===== config.mk =====
export PLATFORM = sky130hd
export DESIGN_NAME = ram_arbiter_flat
export DESIGN_NICKNAME = d
export VERILOG_FILES = /design/src/rtl/ram_arbiter_if.sv /design/src/rtl/ram_arbiter.sv /design/src/flat_wrapper.sv
export SDC_FILE = /design/constraint.sdc
export NUM_CORES = 1
export LEC_CHECK = 0
export CAP_MARGIN = 20
export CORE_MARGIN = 2
export CORE_UTILIZATION = 50
export DETAILED_ROUTE_END_ITERATION = 6
export DONT_BUFFER_PORTS = 1
export PLACE_DENSITY = 0.74
export RECOVER_POWER = 50
export SLEW_MARGIN = 15
export SYNTH_ARGS = -nofsm -noshare
export SYNTH_HDL_FRONTEND = slang
export SYNTH_SLANG_ARGS = --single-unit

===== constraint.sdc =====
create_clock -name clock -period 2.1 [get_ports clock]
set_clock_uncertainty 0.05 [all_clocks]
set_input_delay 0.105 -clock clock [delete_from_list [all_inputs] [get_ports clock]]
set_output_delay 0.105 -clock clock [all_outputs]
set_load 0.01 [all_outputs]

===== src/rtl/ram_arbiter_if.sv =====
// Bundles the CPU, VGA and single-port RAM signals around the arbiter.
// Latency: none, this is wiring only. Backpressure: cpu_stall and vga_gnt are carried here, not generated here.
// slave is the arbiter view and master is the requester/RAM view.
interface ram_arbiter_if #(
    parameter int ADDR_W = 12,
    parameter int DATA_W = 32
);
    logic              cpu_req;
    logic              cpu_we;
    logic [ADDR_W-1:0] cpu_addr;
    logic [DATA_W-1:0] cpu_wdata;
    logic              cpu_stall;
    logic [DATA_W-1:0] cpu_rdata;

    logic              vga_req;
    logic [ADDR_W-1:0] vga_addr;
    logic              vga_gnt;
    logic              vga_rvalid;
    logic [DATA_W-1:0] vga_rdata;

    logic              ram_we;
    logic [ADDR_W-1:0] ram_addr;
    logic [DATA_W-1:0] ram_wdata;
    logic [DATA_W-1:0] ram_rdata;

    modport slave (
        input  cpu_req, cpu_we, cpu_addr, cpu_wdata,
        input  vga_req, vga_addr,
        input  ram_rdata,
        output cpu_stall, cpu_rdata,
        output vga_gnt, vga_rvalid, vga_rdata,
        output ram_we, ram_addr, ram_wdata
    );

    modport master (
        output cpu_req, cpu_we, cpu_addr, cpu_wdata,
        output vga_req, vga_addr,
        output ram_rdata,
        input  cpu_stall, cpu_rdata,
        input  vga_gnt, vga_rvalid, vga_rdata,
        input  ram_we, ram_addr, ram_wdata
    );
endinterface


===== src/rtl/ram_arbiter.sv =====
// Shares one single-port RAM between a CPU (default priority) and a VGA reader with an anti-starvation forced grant.
// Latency: the grant and the ram_* outputs are combinational; read data returns one cycle after the grant.
// Backpressure: cpu_stall holds the CPU, vga_req is held until vga_gnt. Optional stall_count output is under RAM_ARB_STATS_EN.
module ram_arbiter #(
    parameter int ADDR_W   = 12,
    parameter int DATA_W   = 32,
    parameter int MAX_WAIT = 8
) (
    input  logic         clock,
    input  logic         reset,
    ram_arbiter_if.slave bus
`ifdef RAM_ARB_STATS_EN
    ,
    output logic [15:0]  stall_count
`endif
);

    localparam logic [7:0] MAX_WAIT_C = 8'(MAX_WAIT);

    typedef enum logic [1:0] {
        IDLE   = 2'd0,
        CPU_RD = 2'd1,
        VGA_RD = 2'd2
    } owner_e;

    owner_e            state;
    owner_e            state_nxt;
    logic [7:0]        wait_cnt;
    logic              vga_sel;
    logic              cpu_sel;
    logic [ADDR_W-1:0] addr_q;
    logic [ADDR_W-1:0] ram_addr_int;
    logic [DATA_W-1:0] cpu_rdata_q;
    logic [DATA_W-1:0] cpu_rdata_int;
    logic              vga_rvalid_int;

    // Selection is gated by reset so the grant-side outputs drop as soon as reset asserts.
    always_comb begin
        vga_sel = reset && bus.vga_req && (!bus.cpu_req || (wait_cnt >= MAX_WAIT_C));
        cpu_sel = reset && bus.cpu_req && !vga_sel;
    end

    always_comb begin
        if (vga_sel) begin
            ram_addr_int = bus.vga_addr;
        end else if (cpu_sel) begin
            ram_addr_int = bus.cpu_addr;
        end else begin
            ram_addr_int = addr_q;
        end
    end

    assign bus.ram_addr  = ram_addr_int;
    assign bus.ram_we    = cpu_sel && bus.cpu_we;
    assign bus.ram_wdata = bus.cpu_wdata;
    assign bus.vga_gnt   = vga_sel;
    assign bus.cpu_stall = reset && bus.cpu_req && vga_sel;

    always_ff @(posedge clock or negedge reset) begin
        if (!reset) begin
            wait_cnt <= 8'd0;
            addr_q   <= '0;
        end else begin
            addr_q <= ram_addr_int;
            if (bus.vga_req && !vga_sel) begin
                wait_cnt <= (wait_cnt == 8'hFF) ? wait_cnt : wait_cnt + 8'd1;
            end else begin
                wait_cnt <= 8'd0;
            end
        end
    end

    // Owner FSM: remembers who issued the read that the RAM returns this cycle.
    always_ff @(posedge clock or negedge reset) begin
        if (!reset) begin
            state <= IDLE;
        end else begin
            state <= state_nxt;
        end
    end

    always_comb begin
        state_nxt = IDLE;
        if (vga_sel) begin
            state_nxt = VGA_RD;
        end else if (cpu_sel && !bus.cpu_we) begin
            state_nxt = CPU_RD;
        end
    end

    always_comb begin
        vga_rvalid_int = 1'b0;
        cpu_rdata_int  = cpu_rdata_q;
        case (state)
            CPU_RD:  cpu_rdata_int  = bus.ram_rdata;
            VGA_RD:  vga_rvalid_int = 1'b1;
            default: ;
        endcase
    end

    always_ff @(posedge clock or negedge reset) begin
        if (!reset) begin
            cpu_rdata_q <= '0;
        end else begin
            cpu_rdata_q <= cpu_rdata_int;
        end
    end

    assign bus.cpu_rdata  = cpu_rdata_int;
    assign bus.vga_rvalid = vga_rvalid_int;
    assign bus.vga_rdata  = bus.ram_rdata;

`ifdef RAM_ARB_STATS_EN
    logic [15:0] stall_cnt;

    always_ff @(posedge clock or negedge reset) begin
        if (!reset) begin
            stall_cnt <= 16'd0;
        end else if (bus.cpu_stall && (stall_cnt != 16'hFFFF)) begin
            stall_cnt <= stall_cnt + 16'd1;
        end
    end

    assign stall_count = stall_cnt;
`endif

endmodule


===== src/flat_wrapper.sv =====
// flat-port wrapper written by rule: the top's interface ports become plain ports
module ram_arbiter_flat 
#(
    parameter int ADDR_W   = 12,
    parameter int DATA_W   = 32,
    parameter int MAX_WAIT = 8
)
  (clock, reset, bus_cpu_req, bus_cpu_we, bus_cpu_addr, bus_cpu_wdata, bus_vga_req, bus_vga_addr, bus_ram_rdata, bus_cpu_stall, bus_cpu_rdata, bus_vga_gnt, bus_vga_rvalid, bus_vga_rdata, bus_ram_we, bus_ram_addr, bus_ram_wdata);
  ram_arbiter_if #(.ADDR_W(ADDR_W), .DATA_W(DATA_W)) bus_i ();
  input  logic clock;
  input  logic reset;
  input wire logic [$bits(bus_i.cpu_req)-1:0] bus_cpu_req;
  input wire logic [$bits(bus_i.cpu_we)-1:0] bus_cpu_we;
  input wire logic [$bits(bus_i.cpu_addr)-1:0] bus_cpu_addr;
  input wire logic [$bits(bus_i.cpu_wdata)-1:0] bus_cpu_wdata;
  input wire logic [$bits(bus_i.vga_req)-1:0] bus_vga_req;
  input wire logic [$bits(bus_i.vga_addr)-1:0] bus_vga_addr;
  input wire logic [$bits(bus_i.ram_rdata)-1:0] bus_ram_rdata;
  output wire logic [$bits(bus_i.cpu_stall)-1:0] bus_cpu_stall;
  output wire logic [$bits(bus_i.cpu_rdata)-1:0] bus_cpu_rdata;
  output wire logic [$bits(bus_i.vga_gnt)-1:0] bus_vga_gnt;
  output wire logic [$bits(bus_i.vga_rvalid)-1:0] bus_vga_rvalid;
  output wire logic [$bits(bus_i.vga_rdata)-1:0] bus_vga_rdata;
  output wire logic [$bits(bus_i.ram_we)-1:0] bus_ram_we;
  output wire logic [$bits(bus_i.ram_addr)-1:0] bus_ram_addr;
  output wire logic [$bits(bus_i.ram_wdata)-1:0] bus_ram_wdata;
  assign bus_i.cpu_req = bus_cpu_req;
  assign bus_i.cpu_we = bus_cpu_we;
  assign bus_i.cpu_addr = bus_cpu_addr;
  assign bus_i.cpu_wdata = bus_cpu_wdata;
  assign bus_i.vga_req = bus_vga_req;
  assign bus_i.vga_addr = bus_vga_addr;
  assign bus_i.ram_rdata = bus_ram_rdata;
  assign bus_cpu_stall = bus_i.cpu_stall;
  assign bus_cpu_rdata = bus_i.cpu_rdata;
  assign bus_vga_gnt = bus_i.vga_gnt;
  assign bus_vga_rvalid = bus_i.vga_rvalid;
  assign bus_vga_rdata = bus_i.vga_rdata;
  assign bus_ram_we = bus_i.ram_we;
  assign bus_ram_addr = bus_i.ram_addr;
  assign bus_ram_wdata = bus_i.ram_wdata;
  ram_arbiter #(.ADDR_W(ADDR_W), .DATA_W(DATA_W), .MAX_WAIT(MAX_WAIT)) u_core (.clock(clock), .reset(reset), .bus(bus_i));
endmodule

# Word-level counts from Yosys, hierarchy flattened
# Index checks and enable logic that the tools add are counted.
[totals]
regBits = 54
[op_classes]
n_mux = 8
reduce_logical = 12
addsub = 1
n_eq_ne = 4
order_cmp = 1
[op_table]
columns = ["operator", "n"]
rows = [
  ["32-bit 2-to-1 mux", 1],
  ["12-bit 2-to-1 mux", 2],
  ["8-bit 2-to-1 mux", 2],
  ["8-bit by 1-bit adder with 8-bit output (second input constant)", 1],
  ["8-bit == test (second input constant)", 1],
  ["8-bit by 4-bit greater-or-equal comparator with 1-bit output (second input constant)", 1],
  ["1-bit logical AND", 8],
  ["1-bit logical NOT", 3],
  ["2-bit by 1-bit == test with 1-bit output (second input constant)", 1],
  ["2-bit == test (second input constant)", 1],
  ["1-bit 2-to-1 mux", 2],
  ["2-bit 2-to-1 mux", 1],
  ["2-bit inequality test (second input constant)", 1],
  ["1-bit logical OR", 1],
]

# Depth between registers and ports, before layout
[depth]
ltp_word = 8
ltp_mapped = 5
ltp_nobuf = 4

# Worst setup path before layout
# No wires, ideal clock.
[synth_timing]
path_kind = "flip-flop to flip-flop"
startpoint = "reg u_core.wait_cnt[4]"
endpoint = "reg u_core.addr_q[10]"
arrival_ns = 1.470
slack_ns = 0.442
path_stages_with_launch = 5
setup_ns = 0.138
synth_period_minus_slack_ns = 1.658
path_cell_list = "dfrtp_1 > nor4_2 > a31o_2 > buf_8 > mux2_2"
[synth_between]
elab_chain_cells = 7
[synth_rtl]
columns = ["element", "line_no", "rtl"]
rows = [
  ["start, declared", "ram_arbiter.sv:28", "logic [7:0] wait_cnt;"],
  ["start signal, assigned", "ram_arbiter.sv:66", "wait_cnt <= (wait_cnt == 8'hFF) ? wait_cnt : wait_cnt + 8'd1;"],
  ["8-bit by 4-bit greater-or-equal comparator with 1-bit output *", "ram_arbiter.sv:39", "vga_sel = reset && bus.vga_req && (!bus.cpu_req || (wait_cnt >= MAX_WAIT_C));"],
  ["1-bit logical OR *", "ram_arbiter.sv:39", ""],
  ["1-bit logical AND *", "ram_arbiter.sv:39", ""],
  ["1-bit logical NOT", "ram_arbiter.sv:40", "cpu_sel = reset && bus.cpu_req && !vga_sel;"],
  ["1-bit logical AND", "ram_arbiter.sv:40", ""],
  ["12-bit 2-to-1 mux", "ram_arbiter.sv:46", "end else if (cpu_sel) begin"],
  ["12-bit 2-to-1 mux *", "ram_arbiter.sv:44", "if (vga_sel) begin"],
  ["via bus_ram_addr[10]", "flat_wrapper.sv:25", "output wire logic [$bits(bus_i.ram_addr)-1:0] bus_ram_addr;"],
  ["end signal, assigned", "ram_arbiter.sv:64", "addr_q <= ram_addr_int;"],
  ["end, declared", "ram_arbiter.sv:31", "logic [ADDR_W-1:0] addr_q;"],
]
# Mark *: on every way through the listed nets, which the timed path passes. The rest lies on a longest branch.
# A chain may end at the register's enable or synchronous reset.

# Final worst setup path
[layout_timing]
startpoint = "reg u_core.wait_cnt[7]"
endpoint = "out bus_ram_addr[7]"
[layout_between]
elab_chain_cells = 7
[layout_rtl]
columns = ["element", "line_no"]
rows = [
  ["8-bit by 4-bit greater-or-equal comparator with 1-bit output *", "ram_arbiter.sv:39"],
  ["1-bit logical OR *", "ram_arbiter.sv:39"],
  ["1-bit logical AND *", "ram_arbiter.sv:39"],
  ["1-bit logical NOT", "ram_arbiter.sv:40"],
  ["1-bit logical AND", "ram_arbiter.sv:40"],
  ["12-bit 2-to-1 mux", "ram_arbiter.sv:46"],
  ["12-bit 2-to-1 mux *", "ram_arbiter.sv:44"],
  ["end, declared", "flat_wrapper.sv:25"],
]
# Mark *: on every way between the ends. The rest lies on a longest branch, timed or not.

==> results.cfg <==
[outcome]
outcome = completed

[drt]
wl_per_cell_um = 18.6
via_per_inst = 5.45
ant_nets = 0
totalWireLength_um = 5360
vias = 1570
drc_errors = 0
drtIter0Drc = 50
dr.pass1.iters = 5

[worst_setup_path]
arrival_ns = 1.88
crit_chain = nor4_4 -> a31o_4 -> mux2_2
cp-end-kind = primary output
cpMaxStageDelayCell = dfrtp_1
r2r_cells = 3
crit_required_ns = 1.95
critPathMaxFanout = 7
crit_type = reg2out
critPathBufInv = 0
start_kind = register
crit_family = flip-flops
cp.depth = 3
slowest_delay_ns = 0.46

[power]
swShare_pct = 27.8
seqPwrFrac_pct = 53.9
pwr-share-clk_pct = 23.2
power_density_nw_per_um2 = 793
combPwrFrac_pct = 22.9
power_mw = 2.37
vdd.ir_drop.worst_uv = 352
power.switching_mw = 0.659
power.internal_mw = 1.71
leakagePower_nw = 1.23

[synthesis]
syn_avg_cell_area_um2 = 12.2
seq_area_frac_synth_pct = 48.0
postSynth.asyncResetShare_pct = 100
synth.most_common_cell = buf_4
synth-seq-cells = 54
synth-main-ff-cell = dfrtp_1
synthDistinctLibCells = 32
synth_top_area_share_pct = 48.0
yosysWarnings = 0
syn_area_um2 = 2820
synthCells = 230
syn_nets = 325
yosysTopAreaCell = dfrtp_1
synth_edf_count = 0
synth_common_cells = 64 x buf_4, 54 x dfrtp_1, 54 x mux2_2, 5 x nand2_1
synthTopCellsByArea = dfrtp_1 48%, mux2_2 22%, buf_4 17%

[clock_tree]
path_clk_slew_ns = 0.10
htree_levels = 2
clock_latency_ns = 0.30
clockBufferDepth = 2
cts_buffers = 5
cts_root_buf = clkbuf_8
cts.sinks = 54
cts_setup_buffers = 0
cts_tree = done

[sta]
max_slew_margin_pct = 14.2
fin_setup_tns_ns = 0
worst_slew_pin_slew_ns = 1.29
drv_slew = 0
finalCritPeriodShare_pct = 96.8
hold_viol = 0
worst_hold_slack_ns = 0.0786
fin_crit_ns = 2.03
finalSetupViolCount = 0
layout_setup_ws_ns = 0.0682
clock.fmax_mhz = 492

[place]
dpl.hpwl_um = 3480
port_buffers = 0
pre_cts_slack_ns = 0.280
gp_congestion = 0.839

[grt]
grt_max_degree = 55
grtUsageTotal_pct = 16.2
grt_pass1_wl_um = 7810
grt_overflow = 0
grt_pass1_vias = 1599
antenna_found_initial = 1

[hold_path]
hp-class = in2reg
whs_path_depth = 2

[final_layout]
antenna_cells = 0
layout-drive-gt1-share_pct = 33.8
nets = 310
area_delta_synth_final_pct = 6.27
fillers = 450
utilization_pct = 54.7

[floorplan]
initial_utilization_pct = 51.4
core_region_area_um2 = 5470
dieArea_um2 = 6250
io_pins = 205
die_w_um = 79.0
rows = 27
die_y_um = 79.0

[run]
maxCapViolCount = 0
==> final timing paths <==
| kind | start | to | slack (ns) |
|---|---|---|---|
| worst max register to register | u_core.wait_cnt[7]$_DFFE_PN0P_ | u_core.addr_q[7]$_DFF_PN0_ | 0.36 |
| min in group asynchronous | reset | u_core.addr_q[1]$_DFF_PN0_ | 0.56 |
| worst min register to register | u_core.cpu_rdata_q[16]$_DFF_PN0_ | u_core.cpu_rdata_q[16]$_DFF_PN0_ | 0.49 |
| max in group asynchronous | reset | u_core.cpu_rdata_q[17]$_DFF_PN0_ | 0.65 |
| worst max-delay path | u_core.wait_cnt[7]$_DFFE_PN0P_ | bus_ram_addr[7] | 0.07 |
| worst min-delay path | bus_cpu_addr[1] | u_core.addr_q[1]$_DFF_PN0_ | 0.08 |
==> final cells by class <==
class / count / area (µm²) / share of cell area (%)
Clock buffer: 6 / 72.6 / 2.43
Clock inverter: 2 / 13.8 / 0.460
Inverter: 4 / 15.0 / 0.502
Multi-Input combinational cell: 102 / 963 / 32.2
Sequential cell: 54 / 1350 / 45.2
Tap cell: 72 / 90.1 / 3.01
Timing Repair Buffer: 48 / 485 / 16.2
==> per-layer routing <==
layer  part of all wire [%]  up-vias  GRT usage [%]  wire length [µm]
met5                   0.22        -              0                12
met4                    1.7        2           6.38                93
met3                    8.9       12           5.68               477
met2                     52       96           29.0              2780
met1                     37      766           17.4              2000
li1                       -      694              -                 -
==> state kept, by name, indices dropped and copies added (netlist names) <==
| name | count |
|---|---|
| u_core.wait_cnt | 8 |
| u_core.addr_q | 12 |
| u_core.cpu_rdata_q | 32 |
| u_core.state | 2 |
==> layout by cell type (no fill, tap or decap), drive strengths merged, types with 3 or more instances in the layout <==
master	instances
a211oi	3
a21oi	4
clkbuf	7
dfrtp	54
dlygate4sd3	46
inv	4
mux2	56
nand2	5
nand3	3
nor2	3
nor2b	3
nor3	3
o21ai	3
==> timing repair <==
item / 4_1_cts / 5_1_grt
setup endpoints to repair: 14 / 13
hold endpoints to repair: 99 / 0
pin swaps: 0 / 2
gates resized for setup: 1 / 2
cloned: 0 / 1
hold buffers: 47 / 0
==> logic make-up after synthesis <==
family	share of synthesized area, %
flip-flops	48.0
adder cells (fa/ha/maj)	0.889
AND/OR/NAND/NOR	6.18
multiplexers	22.4
buffers and inverters	19.1
AO/OA/AOI/OAI	3.42
==> stage by stage <==
stage / area, µm² / instances
after floorplan: 2820 / 230
after global placement: 2400 / 232
after detailed placement: 2400 / 232
after CTS: 2990 / 287
after global routing: 2990 / 288
final: 2990 / 288
==> power by group through the flow <==
| stage | Clock [mW] | Combinational [mW] | Sequential (mW) |
|---|---|---|---|
| 2_1_floorplan | 0 | 0.524 | 1.28 |
| 3_5_place_dp | 0 | 0.457 | 1.30 |
| 4_1_cts | 0.584 | 0.552 | 1.28 |
| 6_report | 0.551 | 0.543 | 1.28 |
| 3_3_place_gp | 0 | 0.445 | 1.29 |
| 5_1_grt | 0.626 | 0.588 | 1.30 |
==> worst register-to-register path: stages, from the launching register on <==
cell and delay, ns:
dfrtp_1 0.46, nor4_4 0.43, a31o_4 0.29, mux2_2 0.40
(Power assumes the default switching activity.)
